File: config.mk
export PLATFORM = sky130hd
export DESIGN_NAME = irq_ctrl_flat
export DESIGN_NICKNAME = d
export VERILOG_FILES = /design/src/rtl/irq_ctrl_pkg.sv /design/src/rtl/irq_ctrl_if.sv /design/src/rtl/irq_prio_enc.sv /design/src/rtl/irq_ctrl.sv /design/src/flat_wrapper.sv
export SDC_FILE = /design/constraint.sdc
export NUM_CORES = 1
export LEC_CHECK = 0
export ABC_AREA = 1
export CAP_MARGIN = 20
export CORE_ASPECT_RATIO = 2
export CORE_MARGIN = 1.5
export CORE_UTILIZATION = 28
export DETAILED_ROUTE_END_ITERATION = 10
export HOLD_SLACK_MARGIN = 0.12
export PLACE_DENSITY_LB_ADDON = 0.08
export SYNTH_ARGS = -nofsm -noshare
export SYNTH_HDL_FRONTEND = slang
export SYNTH_SLANG_ARGS = --single-unit
export TNS_END_PERCENT = 5
File: constraint.sdc
create_clock -name clk -period 1.47 [get_ports clk]
set_input_delay 0.2205 -clock clk [delete_from_list [all_inputs] [get_ports clk]]
set_output_delay 0.2205 -clock clk [all_outputs]
set_load 0.005 [all_outputs]
File: src/rtl/irq_ctrl_pkg.sv
// Shared constants, state encoding and helpers for the machine-mode interrupt controller.
package irq_ctrl_pkg;

    localparam logic [31:0] CAUSE_MEI = 32'h8000_000B;
    localparam logic [31:0] CAUSE_MSI = 32'h8000_0003;
    localparam logic [31:0] CAUSE_MTI = 32'h8000_0007;

    // Bit positions shared by mie and mip, plus mstatus.MIE
    localparam int MSI_BIT     = 3;
    localparam int MTI_BIT     = 7;
    localparam int MEI_BIT     = 11;
    localparam int MSTATUS_MIE = 3;

    typedef enum logic [1:0] {
        ST_IDLE   = 2'd0,
        ST_REQ    = 2'd1,
        ST_ACTIVE = 2'd2
    } irq_state_e;

    function automatic int id_width(input int n);
        return (n > 1) ? $clog2(n) : 1;
    endfunction

endpackage

File: src/rtl/irq_ctrl_if.sv
// Request/ack handshake between the interrupt controller and the exception sequencer.
interface irq_ctrl_if #(
    parameter int NUM_EXT = 4
);
    import irq_ctrl_pkg::*;

    localparam int ID_W = id_width(NUM_EXT);

    logic            irq_req_o;
    logic [31:0]     irq_cause_o;
    logic            irq_ack_i;
    logic [ID_W-1:0] ext_id_o;

    modport master (
        output irq_req_o,
        output irq_cause_o,
        output ext_id_o,
        input  irq_ack_i
    );

    modport slave (
        input  irq_req_o,
        input  irq_cause_o,
        input  ext_id_o,
        output irq_ack_i
    );

endinterface

File: src/rtl/irq_prio_enc.sv
// Fixed-priority encoder: reports whether any line is pending and the lowest pending index.
module irq_prio_enc
    import irq_ctrl_pkg::*;
#(
    parameter int NUM_EXT = 4,
    parameter int ID_W    = id_width(NUM_EXT)
) (
    input  logic [NUM_EXT-1:0] pend,
    output logic               any,
    output logic [ID_W-1:0]    id
);

    // Scan downwards so the lowest set index is the last one written
    always_comb begin
        any = |pend;
        id  = '0;
        for (int i = NUM_EXT - 1; i >= 0; i--) begin
            if (pend[i]) begin
                id = ID_W'(i);
            end
        end
    end

endmodule

File: src/rtl/irq_ctrl.sv
// Interrupt controller: latches external edges, masks and prioritises sources, and
// holds one request for the exception sequencer until mret re-opens it.
module irq_ctrl
    import irq_ctrl_pkg::*;
#(
    parameter int NUM_EXT = 4
) (
    input  logic               clk,
    input  logic               rst_n,
    input  logic               timer_irq_i,
    input  logic               soft_irq_i,
    input  logic [NUM_EXT-1:0] ext_irq_i,
    input  logic [31:0]        csr_mstatus_i,
    input  logic [31:0]        csr_mie_i,
    input  logic               excp_busy_i,
    input  logic               mret_i,
    irq_ctrl_if.master         irq_bus,
    output logic [31:0]        mip_o
);

    localparam int ID_W = id_width(NUM_EXT);

    irq_state_e         state_q, state_d;
    logic [NUM_EXT-1:0] ext_prev, ext_pend, pend_clr;
    logic [31:0]        cause_q, cause_d;
    logic [ID_W-1:0]    id_q, id_d, enc_id;
    logic               req_q, enc_any;
    logic               mei_elig, msi_elig, mti_elig, cur_elig;
    logic [31:0]        mip_d;
    logic               unused_csr_bits;

    assign unused_csr_bits = ^{csr_mstatus_i, csr_mie_i};

    irq_prio_enc #(
        .NUM_EXT (NUM_EXT),
        .ID_W    (ID_W)
    ) u_prio_enc (
        .pend (ext_pend),
        .any  (enc_any),
        .id   (enc_id)
    );

    assign mei_elig = enc_any     & csr_mie_i[MEI_BIT] & csr_mstatus_i[MSTATUS_MIE];
    assign msi_elig = soft_irq_i  & csr_mie_i[MSI_BIT] & csr_mstatus_i[MSTATUS_MIE];
    assign mti_elig = timer_irq_i & csr_mie_i[MTI_BIT] & csr_mstatus_i[MSTATUS_MIE];

    always_comb begin
        cur_elig = 1'b0;
        if (cause_q == CAUSE_MEI) begin
            cur_elig = (|(ext_pend & (NUM_EXT'(1) << id_q))) & csr_mie_i[MEI_BIT]
                       & csr_mstatus_i[MSTATUS_MIE];
        end else if (cause_q == CAUSE_MSI) begin
            cur_elig = msi_elig;
        end else if (cause_q == CAUSE_MTI) begin
            cur_elig = mti_elig;
        end
    end

    always_comb begin
        state_d  = state_q;
        cause_d  = cause_q;
        id_d     = id_q;
        pend_clr = '0;
        case (state_q)
            ST_IDLE: begin
                if ((mei_elig || msi_elig || mti_elig) && !excp_busy_i) begin
                    state_d = ST_REQ;
                    if (mei_elig) begin
                        cause_d = CAUSE_MEI;
                        id_d    = enc_id;
                    end else if (msi_elig) begin
                        cause_d = CAUSE_MSI;
                        id_d    = '0;
                    end else begin
                        cause_d = CAUSE_MTI;
                        id_d    = '0;
                    end
                end
            end
            ST_REQ: begin
                // Ack takes priority over a simultaneous loss of eligibility
                if (irq_bus.irq_ack_i) begin
                    state_d = ST_ACTIVE;
                    if (cause_q == CAUSE_MEI) begin
                        pend_clr = NUM_EXT'(1) << id_q;
                    end
                end else if (!cur_elig) begin
                    state_d = ST_IDLE;
                end
            end
            ST_ACTIVE: begin
                if (mret_i) begin
                    state_d = ST_IDLE;
                end
            end
            default: state_d = ST_IDLE;
        endcase
    end

    always_comb begin
        mip_d          = '0;
        mip_d[MEI_BIT] = |ext_pend;
        mip_d[MTI_BIT] = timer_irq_i;
        mip_d[MSI_BIT] = soft_irq_i;
    end

    // A fresh edge in the same cycle as an ack clear re-pends the line
    always_ff @(posedge clk or negedge rst_n) begin
        if (!rst_n) begin
            state_q  <= ST_IDLE;
            ext_prev <= '0;
            ext_pend <= '0;
            cause_q  <= '0;
            id_q     <= '0;
            req_q    <= 1'b0;
            mip_o    <= '0;
        end else begin
            state_q  <= state_d;
            ext_prev <= ext_irq_i;
            ext_pend <= (ext_pend & ~pend_clr) | (ext_irq_i & ~ext_prev);
            cause_q  <= cause_d;
            id_q     <= id_d;
            req_q    <= (state_d == ST_REQ);
            mip_o    <= mip_d;
        end
    end

    assign irq_bus.irq_req_o   = req_q;
    assign irq_bus.irq_cause_o = cause_q;
    assign irq_bus.ext_id_o    = id_q;

endmodule
File: src/flat_wrapper.sv
// flat-port wrapper written by rule: the top's interface ports become plain ports
module irq_ctrl_flat import irq_ctrl_pkg::*;
#(
    parameter int NUM_EXT = 4
)
  (clk, rst_n, timer_irq_i, soft_irq_i, ext_irq_i, csr_mstatus_i, csr_mie_i, excp_busy_i, mret_i, mip_o, irq_bus_irq_req_o, irq_bus_irq_cause_o, irq_bus_ext_id_o, irq_bus_irq_ack_i);
  irq_ctrl_if #(.NUM_EXT(NUM_EXT)) irq_bus_i ();
  input  logic clk;
  input  logic rst_n;
  input  logic timer_irq_i;
  input  logic soft_irq_i;
  input  logic [NUM_EXT-1:0] ext_irq_i;
  input  logic [31:0] csr_mstatus_i;
  input  logic [31:0] csr_mie_i;
  input  logic excp_busy_i;
  input  logic mret_i;
  output logic [31:0] mip_o;
  output wire logic [$bits(irq_bus_i.irq_req_o)-1:0] irq_bus_irq_req_o;
  output wire logic [$bits(irq_bus_i.irq_cause_o)-1:0] irq_bus_irq_cause_o;
  output wire logic [$bits(irq_bus_i.ext_id_o)-1:0] irq_bus_ext_id_o;
  input wire logic [$bits(irq_bus_i.irq_ack_i)-1:0] irq_bus_irq_ack_i;
  assign irq_bus_irq_req_o = irq_bus_i.irq_req_o;
  assign irq_bus_irq_cause_o = irq_bus_i.irq_cause_o;
  assign irq_bus_ext_id_o = irq_bus_i.ext_id_o;
  assign irq_bus_i.irq_ack_i = irq_bus_irq_ack_i;
  irq_ctrl #(.NUM_EXT(NUM_EXT)) u_core (.clk(clk), .rst_n(rst_n), .timer_irq_i(timer_irq_i), .soft_irq_i(soft_irq_i), .ext_irq_i(ext_irq_i), .csr_mstatus_i(csr_mstatus_i), .csr_mie_i(csr_mie_i), .excp_busy_i(excp_busy_i), .mret_i(mret_i), .irq_bus(irq_bus_i), .mip_o(mip_o));
endmodule
==> results of run 1 <==
==> worst reg2reg max path: cells and delay by family, from the launching register on <==
| kind | cells | cell delay, ps |
|---|---|---|
| AND/OR/NAND/NOR | 6 | 470 |
| flip-flops | 1 | 450 |
| buffers and inverters | 1 | 160 |
| AO/OA/AOI/OAI | 1 | 60 |
==> logic make-up after synthesis <==
logic type | after synthesis | share of synthesized area
AND/OR/NAND/NOR | 47 | 0.205
buffers and inverters | 70 | 0.366
flip-flops | 19 | 0.363
other | 1 | 0.00286
AO/OA/AOI/OAI | 14 | 0.0630
==> placed cells by master, fill, tap and decap left out, types with 2 or more instances in the layout <==
cell type and instances:
nor2_1 4, clkdlybuf4s50_1 23, dfrtp_1 16, o21ai_2 3, o21ai_1 9, nand3_1 9
buf_4 3, clkbuf_8 3, dfrtp_2 3, conb_1 56, nor2_2 2, nand2_2 6
dlymetal6s2s_1 2, inv_1 11, nand2_1 18
==> metrics by stage <==
step,utilization,setup slack [ps],cell area [um^2],power [W]
detailed placement,0.311,34.2,1420,0.000921
floorplan,-,395,1520,0.000888
finish,0.324,60.9,1480,0.00127
CTS,0.321,11.8,1460,0.00129
global placement,0.311,28.4,1420,0.000920
global route,0.324,4.55,1480,0.00136
==> flip-flops by register name, summed over array words and instances (netlist names) <==
register / cells
u_core.ext_pend: 4
u_core.ext_prev: 4
u_core.irq_bus.ext_id_o: 2
u_core.irq_bus.irq_cause_o: 3
u_core.irq_bus.irq_req_o: 1
u_core.mip_o: 3
u_core.state_q: 2
==> worst max path at each step <==
stage	cells past startpoint	from	end	slack, ps
after CTS	1	u_core.irq_bus.ext_id_o[0]	irq_bus_ext_id_o[0]	10
after global placement	7	csr_mstatus_i[3]	u_core.irq_bus.irq_req_o	30
final	1	u_core.irq_bus.irq_cause_o[1]	irq_bus_irq_cause_o[0]	60
after floorplan	5	u_core.state_q[1]	u_core.ext_pend[3]	400
after global routing	1	u_core.irq_bus.irq_cause_o[1]	irq_bus_irq_cause_o[0]	5
after detailed placement	8	csr_mstatus_i[3]	u_core.irq_bus.ext_id_o[1]	30
==> report_power, final <==
group	internal, W	leakage (nW)	switching, W
clock network	0.000192	0.0228	0.000166
logic	0.000146	0.506	0.000160
registers	0.000566	0.211	0.0000399
==> per-layer routing <==
metal  track usage  share of wire
met5             0              0
met3        0.0164          0.084
met2         0.153           0.55
met1        0.0945           0.36
met4        0.0425          0.012
==> final cells by class <==
class,instances,share of cell area
well taps,55,0.0466
repair buffers,28,0.188
inverters,12,0.0305
clock buffers,4,0.0305
multi-input cells,117,0.380
flip-flops and latches,19,0.324
==> repair_timing <==
| item | 4_1_cts | 5_1_grt |
|---|---|---|
| resized for setup | 2 | 3 |
| endpoints found under the setup margin | 2 | 4 |
| buffers inserted | 0 | 1 |
==> reports/results.ini, run 1 <==
[setup_path]
reg2reg_to = u_core.state_q[0]
critPathTopFamily = buffers and inverters
cp_max_fo = 5
critical_path.reg2reg.startpoint = u_core.irq_bus.ext_id_o[0]
rrSetupSlack_ps = 290
r2r_cells = 8
critPathCaptureType = primary output
arrival_ps = 1190
cpPeakStageDelay_ps = 520
path_class = reg2out
cpMaxStageDelayCell = clkdlybuf4s50_1
worstSetupStartpointType = register
cp.required_ps = 1250
path_cells = clkdlybuf4s50_1
crit_buf_inv = 1

[timing]
setup_viol = 0
finalCritPeriodShare = 0.959
hold_violations = 0
grt_setup_unrepaired = false
setup_tns_ps = 0
min_period_ps = 1410
skew_ps = 3.30
maxSlewViolCount = 0
fmax_ghz = 0.710
holdWs_ps = 297

[drt]
vias = 847
wl_per_cell_um = 9.21
vias_per_cell = 3.60
firstDrtPassIters = 4
drt_wl_total_mm = 2.17
drt_iter0_drc = 12
final_antenna_net_count = 0
drc_errors = 0

[placement]
dp_hpwl_mm = 1.75
dpl.cell_count = 230
io_buffers = 25
globalplace.congestion = 0.781

[synthesis]
synth_cells = 151
ys_types = 22
synth_top_area_share = 0.363
synth_ff_type = dfrtp_1
syn_area_per_cell_um2 = 8.68
synth-edff-count = 0
synth_top_area_cell = dfrtp_1
syn_area_um2 = 1310
synthTopCellsByCount = buf_4, dfrtp_1, nand2_1
ys_seq_area_frac = 0.363
synth_most_common_cell = buf_4
synth_seq_cells = 19
ys_async_sr_fraction = 1.00
ys_top_cells_by_area = dfrtp_1, buf_4, nand2_1
yosys_warnings = 0

[clocking]
path_clk_slew_ps = 70
cts_sinks = 19
cts_made_buffers = 3
htreeDepth = 1
hold_buffers = 0
ctsLongestPathBuffers = 2
insertion_delay_ps = 250
root_buffer = clkbuf_8
cts_tree = built

[finish]
layout-drive-gt1-share = 0.150
fillers = 492
syn2layout_area_growth_pct = 12.7
diodes = 0
instances_no_fill = 235
nets = 256
multi_input_comb_area_um2 = 562
regArea_um2 = 479

[status]
status = finished, final reports clean

[floorplanning]
pin_count = 142
start_util = 0.288
num_rows = 35
die_w_um = 51.4
core_um2 = 4550
dieArea_um2 = 5130
die_height_um = 99.8

[global_route]
first_global_vias = 763
grt_pass1_wl_mm = 3.32
grt_max_degree = 20
antenna_found_initial = 0
groute.usage.overall = 0.0862
grt-ovfl-total = 0

[hold_path]
hold_path.class = in2async

[power]
vdd.ir_drop.worst_uv = 518
powerDensity_nw_per_um2 = 859
p_leak_nw = 0.740

[run]
maxCapViolCount = 0

Power figures use the tool's default switching activity.
==> run 2, diff against run 1 <==
- GPL_TIMING_DRIVEN: default -> 0
==> run 2 against run 1 <==
Compared with the run above: sequential cell count is the same; die area is the same; total power grew 9.5%; fmax grew 0.36%; routed wire length grew 12%; setup slack gained 5.0 ps; largest power group unchanged; critical path depth is the same; cell area grew 28%; via count grew 18%; clock power grew 5.9%; highest routed layer unchanged; first-iteration DRC count shrank 42%; global-route usage grew 0.96 points; critical endpoint is now irq_bus_irq_cause_o[2].
==> reports/results.ini, run 2 (synthesis gave the netlist of run 1 again) <==
[setup_path]
cp_max_fo = 6
crit_cells = 1
reg2reg_to = u_core.irq_bus.ext_id_o[0]
critPathCaptureType = primary output
r2r_cells = 4
path_cells = clkdlybuf4s50_1
cp.required_ps = 1250
critical_path.reg2reg.startpoint = u_core.state_q[0]
crit_buf_inv = 1
arrival_ps = 1180
crit_path_end = irq_bus_irq_cause_o[2]
path_class = reg2out
critPathTopFamily = buffers and inverters
cpPeakStageDelay_ps = 510
rrSetupSlack_ps = 300
cpMaxStageDelayCell = clkdlybuf4s50_1
startpoint = u_core.irq_bus.irq_cause_o[2]
worstSetupStartpointType = register

[power]
vdd.ir_drop.worst_uv = 455
p_leak_nw = 1.06
power.share.switching = 0.294
p_sw_w = 0.000408
clock_power_share = 0.273
total_power_w = 0.00139
seqPwrFrac = 0.435
powerDensity_nw_per_um2 = 736
p_int_w = 0.000982
pwr-share-comb = 0.292

[drt]
wl_per_cell_um = 8.33
vias_per_cell = 3.43
drt_wl_total_mm = 2.42
firstDrtPassIters = 4
final_antenna_net_count = 0
vias = 996
drt_iter0_drc = 7
drc_errors = 0

[timing]
hold_violations = 0
relSlewSlack = 0.405
finalCritPeriodShare = 0.955
skew_ps = 3.08
maxSlewViolCount = 0
grt_setup_unrepaired = false
min_period_ps = 1400
setup_tns_ps = 0
setup_viol = 0
worstMarginPinSlew_ps = 890
fmax_ghz = 0.712

[clocking]
cts_tree = built
path_clk_slew_ps = 80
insertion_delay_ps = 260
root_buffer = clkbuf_8
htreeDepth = 1
cts_sinks = 19
ctsLongestPathBuffers = 2
cts_made_buffers = 3
post-cts-setup-buffers = 0

[global_route]
first_global_vias = 861
antenna_found_initial = 0
grt-ovfl-total = 0
grt_pass1_wl_mm = 3.76
groute.usage.overall = 0.0959
grt_max_degree = 20

[finish]
nets = 311
fillers = 479
final_common_cell = buf_4
layout-drive-gt1-share = 0.362
syn2layout_area_growth_pct = 44.0
instances_no_fill = 290
finalInstanceArea_um2 = 1890
top_regs = u_core.ext_pend (4), u_core.ext_prev (4)
final_cell_mix = buf_4, conb_1, clkdlybuf4s50_1
diodes = 0

[placement]
io_buffers = 25
dp_hpwl_mm = 1.96
placed_area_um2 = 1840
dpl.cell_count = 286
globalplace.congestion = 0.775

[floorplanning]
die_w_um = 51.4
dieArea_um2 = 5130
pin_count = 142
num_rows = 35
die_height_um = 99.8
start_util = 0.288
core_um2 = 4550

[run]
maxCapViolCount = 0

[hold_path]
hold_path.class = reg2reg

[status]
status = finished, final reports clean

[run 2: timing repair]
item	4_1_cts	5_1_grt
gates resized for setup	5	4
pin swaps	0	0
hold buffers	0	0
endpoints found under the setup margin	4	4
[run 2: worst min-delay path by stage]
stage / startpoint / endpoint / slack, ps / cells after the start
after CTS: u_core.ext_prev[1] / u_core.ext_pend[1] / 410 / 1
final: u_core.ext_prev[2] / u_core.ext_pend[2] / 410 / 1
after global routing: ext_irq_i[3] / u_core.ext_prev[3] / 420 / 1
after detailed placement: u_core.ext_prev[1] / u_core.ext_pend[1] / 400 / 1
after global placement: u_core.ext_prev[2] / u_core.ext_pend[2] / 390 / 1
after floorplan: rst_n / u_core.ext_pend[0] / -80 / 0
[run 2: power by group through the flow]
| stage | clock, W | combinational (W) | sequential, W |
|---|---|---|---|
| finish | 0.000379 | 0.000406 | 0.000605 |
| global route | 0.000413 | 0.000454 | 0.000613 |
| CTS | 0.000391 | 0.000408 | 0.000604 |
| detailed placement | 0 | 0.000405 | 0.000614 |
| global placement | 0 | 0.000404 | 0.000614 |
| floorplan | 0 | 0.000277 | 0.000610 |
[run 2: area by class of cell]
type | instances | area, um^2 | area share
Buffer | 58 | 435 | 0.231
Clock buffer | 3 | 41.3 | 0.0219
Clock inverter | 1 | 5.00 | 0.00265
Inverter | 12 | 45.0 | 0.0239
Multi-Input combinational cell | 117 | 562 | 0.298
Sequential cell | 19 | 479 | 0.254
Tap cell | 55 | 68.8 | 0.0364
Timing Repair Buffer | 25 | 251 | 0.133
[run 2: per-layer routing]
layer	vias to the layer above	GRT usage	routed length, um
li1	529	-	-
met1	406	0.103	868
met2	59	0.174	1260
met3	2	0.0164	262
met4	0	0.0466	27
met5	-	0	0
[run 2: metrics by stage]
step	utilization	setup WS, ps	hold WS, ps
final	0.415	65.9	408
after global routing	0.415	32.8	418
after CTS	0.413	8.94	414
after detailed placement	0.403	46.2	403
after global placement	0.403	32.3	395
after floorplan	-	395	-75.1
